===== config.mk =====
export PLATFORM = sky130hd
export DESIGN_NAME = control_sequencer
export DESIGN_NICKNAME = d
export VERILOG_FILES = /design/src/rtl/control_sequencer.sv
export SDC_FILE = /design/constraint.sdc
export NUM_CORES = 1
export LEC_CHECK = 0
export CORE_ASPECT_RATIO = 0.75
export CORE_MARGIN = 4
export CORE_UTILIZATION = 40
export DETAILED_ROUTE_END_ITERATION = 10
export HOLD_SLACK_MARGIN = 0.1
export PLACE_DENSITY = 0.87
export SETUP_SLACK_MARGIN = 0.3
export SYNTH_ARGS = -nofsm -noshare
export SYNTH_HDL_FRONTEND = slang
export SYNTH_SLANG_ARGS = --single-unit

===== constraint.sdc =====
create_clock -name clock -period 2.1 [get_ports clock]
set_input_delay 0.21 -clock clock [delete_from_list [all_inputs] [get_ports clock]]
set_output_delay 0.21 -clock clock [all_outputs]
set_load 0.005 [all_outputs]

===== src/rtl/control_sequencer.sv =====
// Fetch/execute sequencer around the instruction decoders: holds IR and micro-state,
// unpacks the returned control word and gates side effects to commit cycles.
module control_sequencer #(
  parameter int MAX_STEPS     = 4,
  parameter int RETIRED_WIDTH = 32
) (
  input  logic                     clock,
  input  logic                     reset,
  input  logic [31:0]              instruction_in,
  input  logic                     imem_valid,
  input  logic [28:0]              controlWord_in,
  input  logic [1:0]               nextState_in,
  input  logic                     mem_ready,
  output logic [31:0]              instruction,
  output logic [1:0]               state,
  output logic                     fetch_req,
  output logic [1:0]               Psel,
  output logic [4:0]               DA,
  output logic [4:0]               SA,
  output logic [4:0]               SB,
  output logic [4:0]               Fsel,
  output logic                     regW,
  output logic                     ramW,
  output logic [1:0]               Dsel,
  output logic                     Bsel,
  output logic                     PCsel,
  output logic                     SL,
  output logic                     mem_stall,
  output logic [RETIRED_WIDTH-1:0] retired,
  output logic                     fault
);

  localparam logic [0:0] FETCH = 1'b0;
  localparam logic [0:0] EXEC  = 1'b1;
  localparam int SW = $clog2(MAX_STEPS + 1);
  localparam logic [SW-1:0] STEP_MAX = SW'(MAX_STEPS);

  typedef struct packed {
    logic [1:0] psel;
    logic [4:0] da;
    logic [4:0] sa;
    logic [4:0] sb;
    logic [4:0] fsel;
    logic       regw;
    logic       ramw;
    logic [1:0] dsel;
    logic       bsel;
    logic       pcsel;
    logic       sl;
  } cw_t;

  cw_t           cw;
  logic [0:0]    phase;
  logic [SW-1:0] step;
  logic          exec, access, commit;

  assign cw = cw_t'(controlWord_in);

  // Reset gates exec so side effects drop in the same cycle reset is sampled low.
  assign exec      = (phase == EXEC) & reset;
  assign access    = cw.ramw | (cw.dsel == 2'b10);
  assign mem_stall = exec & access & ~mem_ready;
  assign commit    = exec & ~mem_stall;
  assign fetch_req = (phase == FETCH);

  assign DA    = exec ? cw.da    : 5'd0;
  assign SA    = exec ? cw.sa    : 5'd0;
  assign SB    = exec ? cw.sb    : 5'd0;
  assign Fsel  = exec ? cw.fsel  : 5'd0;
  assign Dsel  = exec ? cw.dsel  : 2'd0;
  assign Bsel  = exec & cw.bsel;
  assign PCsel = exec & cw.pcsel;
  // A store is held on the RAM port through stall cycles; everything else fires once.
  assign ramW  = exec & cw.ramw;
  assign Psel  = commit ? cw.psel : 2'b00;
  assign regW  = commit & cw.regw;
  assign SL    = commit & cw.sl;

  always_ff @(posedge clock) begin
    if (!reset) begin
      phase       <= FETCH;
      instruction <= 32'd0;
      state       <= 2'd0;
      step        <= '0;
      retired     <= '0;
      fault       <= 1'b0;
    end else begin
      case (phase)
        FETCH: if (imem_valid) begin
          instruction <= instruction_in;
          state       <= 2'd0;
          step        <= SW'(1);
          phase       <= EXEC;
        end
        default: if (commit) begin
          if (nextState_in != 2'd0) begin
            if (step < STEP_MAX) begin
              state <= nextState_in;
              step  <= step + SW'(1);
            end else begin
              fault <= 1'b1;
              phase <= FETCH;
              state <= 2'd0;
            end
          end else begin
            retired <= retired + {{(RETIRED_WIDTH-1){1'b0}}, 1'b1};
            phase   <= FETCH;
            state   <= 2'd0;
          end
        end
      endcase
    end
  end

endmodule

Yosys cells after proc, flatten, opt, wreduce, memory -nomap -nowiden:

Cells that the tools add are included.

* bits in registers: 71
* input port bits: 67
* output and inout port bits: 98
* word-level logic and storage cells: 56

* $add $sub $neg: 2
* order comparisons: 1
* equal/unequal tests: 4
* multiplexer cells: 21
* bitwise operators: 15
* reduce and logical (&&, ||, !) cells: 7

Operators with widths (number)
* adder 32 x 1 -> 32 bit (second input constant): 1
* 2-to-1 mux 5 bit: 4
* 2-to-1 mux 3 bit: 5
* 2-to-1 mux 2 bit: 7
* bitwise AND 1 bit: 9
* AND reduction 4 bit: 2
* inequality test 2 x 1 -> 1 bit (second input constant): 3
* 2-to-1 mux 1 bit: 5
* inverter 1 bit: 5
* AND reduction 2 bit: 2
* nonzero test 2 bit: 2
* adder 3 x 1 -> 3 bit (second input constant): 1
* < comparator 3 bit (second input constant): 1
* AND reduction 3 bit: 1
* == test 2 bit (second input constant): 1
* OR 1 bit: 1

Logic depth before layout (Yosys ltp):

Gate-level depths: netlist of run 1.

* depth after elaboration: 8
* depth in mapped cells: 6
* gate-level depth less buffers: 6

Least setup slack after synthesis of run 1:

Ideal clock, no wire load.

* path kind: reg2reg
* start point: register retired[0]
* end point: register retired[30]
* setup time: 0.070 ns
* arrival: 1.732 ns
* required time: 2.030 ns
* slack: 0.297 ns
* stages on the path, launching flop included: 7
* path buffers: 0
* clock period less this slack: 1.803 ns
* cells stage by stage: dfxtp_1 ha_1 nand4_1 nor2_1 nand4_1 or3_2 a21oi_1

* longest elaborated chain between the ends: 1

RTL lines
* start, declared: RTL line 29 `output logic [RETIRED_WIDTH-1:0] retired,`
* start signal, assigned: RTL line 106 `retired <= retired + {{(RETIRED_WIDTH-1){1'b0}}, 1'b1};`
* adder 32 x 1 -> 32 bit: RTL line 106

Every way passes these cells.
A chain may end at the register's enable or synchronous reset.

Worst setup path in the final report of run 1:

* start point: register retired[4]
* end point: register retired[27]

The elaborated chain is that of the path after synthesis.

==> metrics, run 1 <==
status=completed; Diodes inserted=0; Die X=110 µm; Max Cap Viol=0; RSZ-0062 raised after global routing=true; # fillers=557; power per cell area=532 mW/mm²; grt ovf=0; register bit total from synthesis=71; Max stage delay cell, worst path=or4_1; H-Tree Depth=3; Vias/cell=5.17; clk slew on worst S/H paths=80 ps; setup violators final=0; number of nets in the layout=652; Yosys warning count=0; top cell type's share of synthesized area=45.2%; CP Capture Type=flip-flop; die area=0.00935 mm²; Mapped Cells=388; setup ws final=257 ps; fin cells=688; CP Class=flip-flop to flip-flop; All-Layer GR Usage=22.1%; Fin. Hold Viols=0; placed cell count=653; Slew @ Worst Pin=437 ps; Avg Cell Area, Syn=8.10 µm²; Peak Freq=543 MHz; number of synthesized flops with an enable pin=0; number of buffers created by CTS=9; DRT antenna net count=0; Unique masters post-synth=43; post-synthesis sequential area ratio=45.2%; clk sinks=71; synth top area cells=dfxtp_1 45%, nand2_1 9.6%, a21oi_1 7.6%, and3_1 5.4%, xor2_1 3.3%; Reg area=0.00146 mm²; P_leak=2.17 nW; CP Cell Sequence=nand4_1, nor3_4, nand4_1, or4_1, a21oi_2; initial antenna violation count=0; Slew Viols, Final=0; Worst path most repeated cell=nand4_1; prevailing post-synth register cell=dfxtp_1; CTS tree=built; Die H=84.8 µm; Initial DRC Count=179; slew margin rel.=70.9%; clk_skew=11.5 ps; clk buf depth=2; routability-driven placement congestion ratio=0.890; Worst EP arrival=2110 ps; Pre-Repair DR Iteration Count=4; clk root buf=clkbuf_8; Clk Latency, worst-skew pair=340 ps; area added between synthesis and finish=75.3%; area of the multi-input gates=0.00172 mm²; CP max FO=5; cell with the most instances after synthesis=nand2_1; layout cell share with drive strength beyond 1=18.2%; Power Total=2.93 mW; Worst Setup Start Kind=flip-flop; Largest delay share family, worst path=simple AND/OR/NAND/NOR gates; Final period util=87.8%; Final min period=1840 ps; CP required=2370 ps; share of flip-flops with an asynchronous set or reset=0%; buffering stage count on the worst path with inverters included=0; Worst Hold Class=input port to flip-flop; core area=0.00750 mm²; Finished Cell Area=0.00551 mm²; placed instance area=0.00499 mm²; final WL=11100 µm; dpl ws=-79.8 ps; CP max stage delay=550 ps; pin count of the biggest net entering global routing=69; Mapped Nets=457; I/O Pins=165; Port-buffer cells=164; cell taking the most area after synthesis=dfxtp_1; drt drc=0; Max IR drop VDD=416 µV; first-pass GRT wire length=16700 µm; Starting Density=41.9%; WL/cell=16.1 µm; Cell Rows=27; Post-synth top cells=80 x nand2_1, 71 x dfxtp_1, 48 x a21oi_1; post-synth design cell area=0.00314 mm²; Fin Setup TNS=0 ps; vias in the first global route=3522; hpwl dp=7820 µm; via count=3558
## path summary, 6_finish.rpt
path | from | endpoint | slack, ps | cells after the start
hold reg to reg | instruction[28]$_SDFFE_PN0P_ | instruction[28]$_SDFFE_PN0P_ | 460 | 2
hold / removal | nextState_in[0] | state[0]$_SDFFE_PN0P_ | 350 | 4
setup reg to reg | retired[4]$_SDFFE_PN0P_ | retired[27]$_SDFFE_PN0P_ | 260 | 5
setup / recovery | retired[4]$_SDFFE_PN0P_ | retired[27]$_SDFFE_PN0P_ | 260 | 5
## worst reg2reg max path: stages (launching register included)
cell and delay (ps):
dfxtp_4 380, nand4_1 170, nor3_4 300, nand4_1 240, or4_1 550, a21oi_2 140
## metal layers
metal,global-route usage (%),part of all wire (%)
met1,27.1,41
met2,38.2,51
met3,7.07,7.6
met4,4.25,0.55
met5,0,0
## through the flow
stage	hold WS, ps	utilization [%]
CTS	406	71.0
finish	353	73.5
detailed placement	447	66.5
global placement	441	66.5
global route	369	73.5
floorplan	343	-
## registers in the layout (all words and copies together), names as in the netlist
signal and flops:
instruction 32, fault 1, retired 32, step 3
phase 1, state 2
## final cells by class
class | instances | share of cell area [%]
clock buffers | 10 | 2.50
clock inverters | 5 | 1.07
inverters | 6 | 0.659
multi-input cells | 288 | 31.1
flip-flops and latches | 71 | 26.5
well taps | 101 | 2.29
repair buffers | 207 | 35.9
## timing repair
item,4_1_cts,5_1_grt
endpoints found under the hold margin,0,0
pin swaps,8,21
resized for setup,39,32
setup buffers,8,11
gates cloned,0,1
hold buffers,0,0
endpoints found under the setup margin,42,45
## report_power, final
group	leakage (nW)	internal, mW	switching [mW]	total [mW]
sequential	0.588	1.38	0.0232	1.40
clock	0.0944	0.574	0.509	1.08
combinational	1.49	0.266	0.176	0.441
total	2.17	2.22	0.708	2.93
## cells by family (layout without fill, tap and decap cells)
family / Yosys count / count (layout) / share of synthesized area (%)
adders and majority gates: 2 / 2 / 0.796
buffers and inverters: 29 / 228 / 4.38
and+or+nand+nor: 201 / 201 / 32.9
muxes: 2 / 2 / 0.637
AOI/OAI and AO/OA: 65 / 65 / 11.0
xor gates and xnor gates: 18 / 18 / 5.02
DFF: 71 / 71 / 45.2
## cell usage in the layout, fill, tap and decap left out, types with 11 or more instances in the layout
master / instances
a21oi_1: 44
and3_1: 26
buf_4: 37
clkdlybuf4s50_1: 152
dfxtp_1: 54
dfxtp_2: 11
nand2_1: 78
nand4_1: 11
nor2_1: 26
xor2_1: 12
Power figures use the tool's default switching activity.
==> run 2, diff against run 1 <==
Settings changed: CTS_CLUSTER_DIAMETER set to 150.
==> results of run 2 <==
The final DEF is identical to that of run 1; final timing and power are the same.
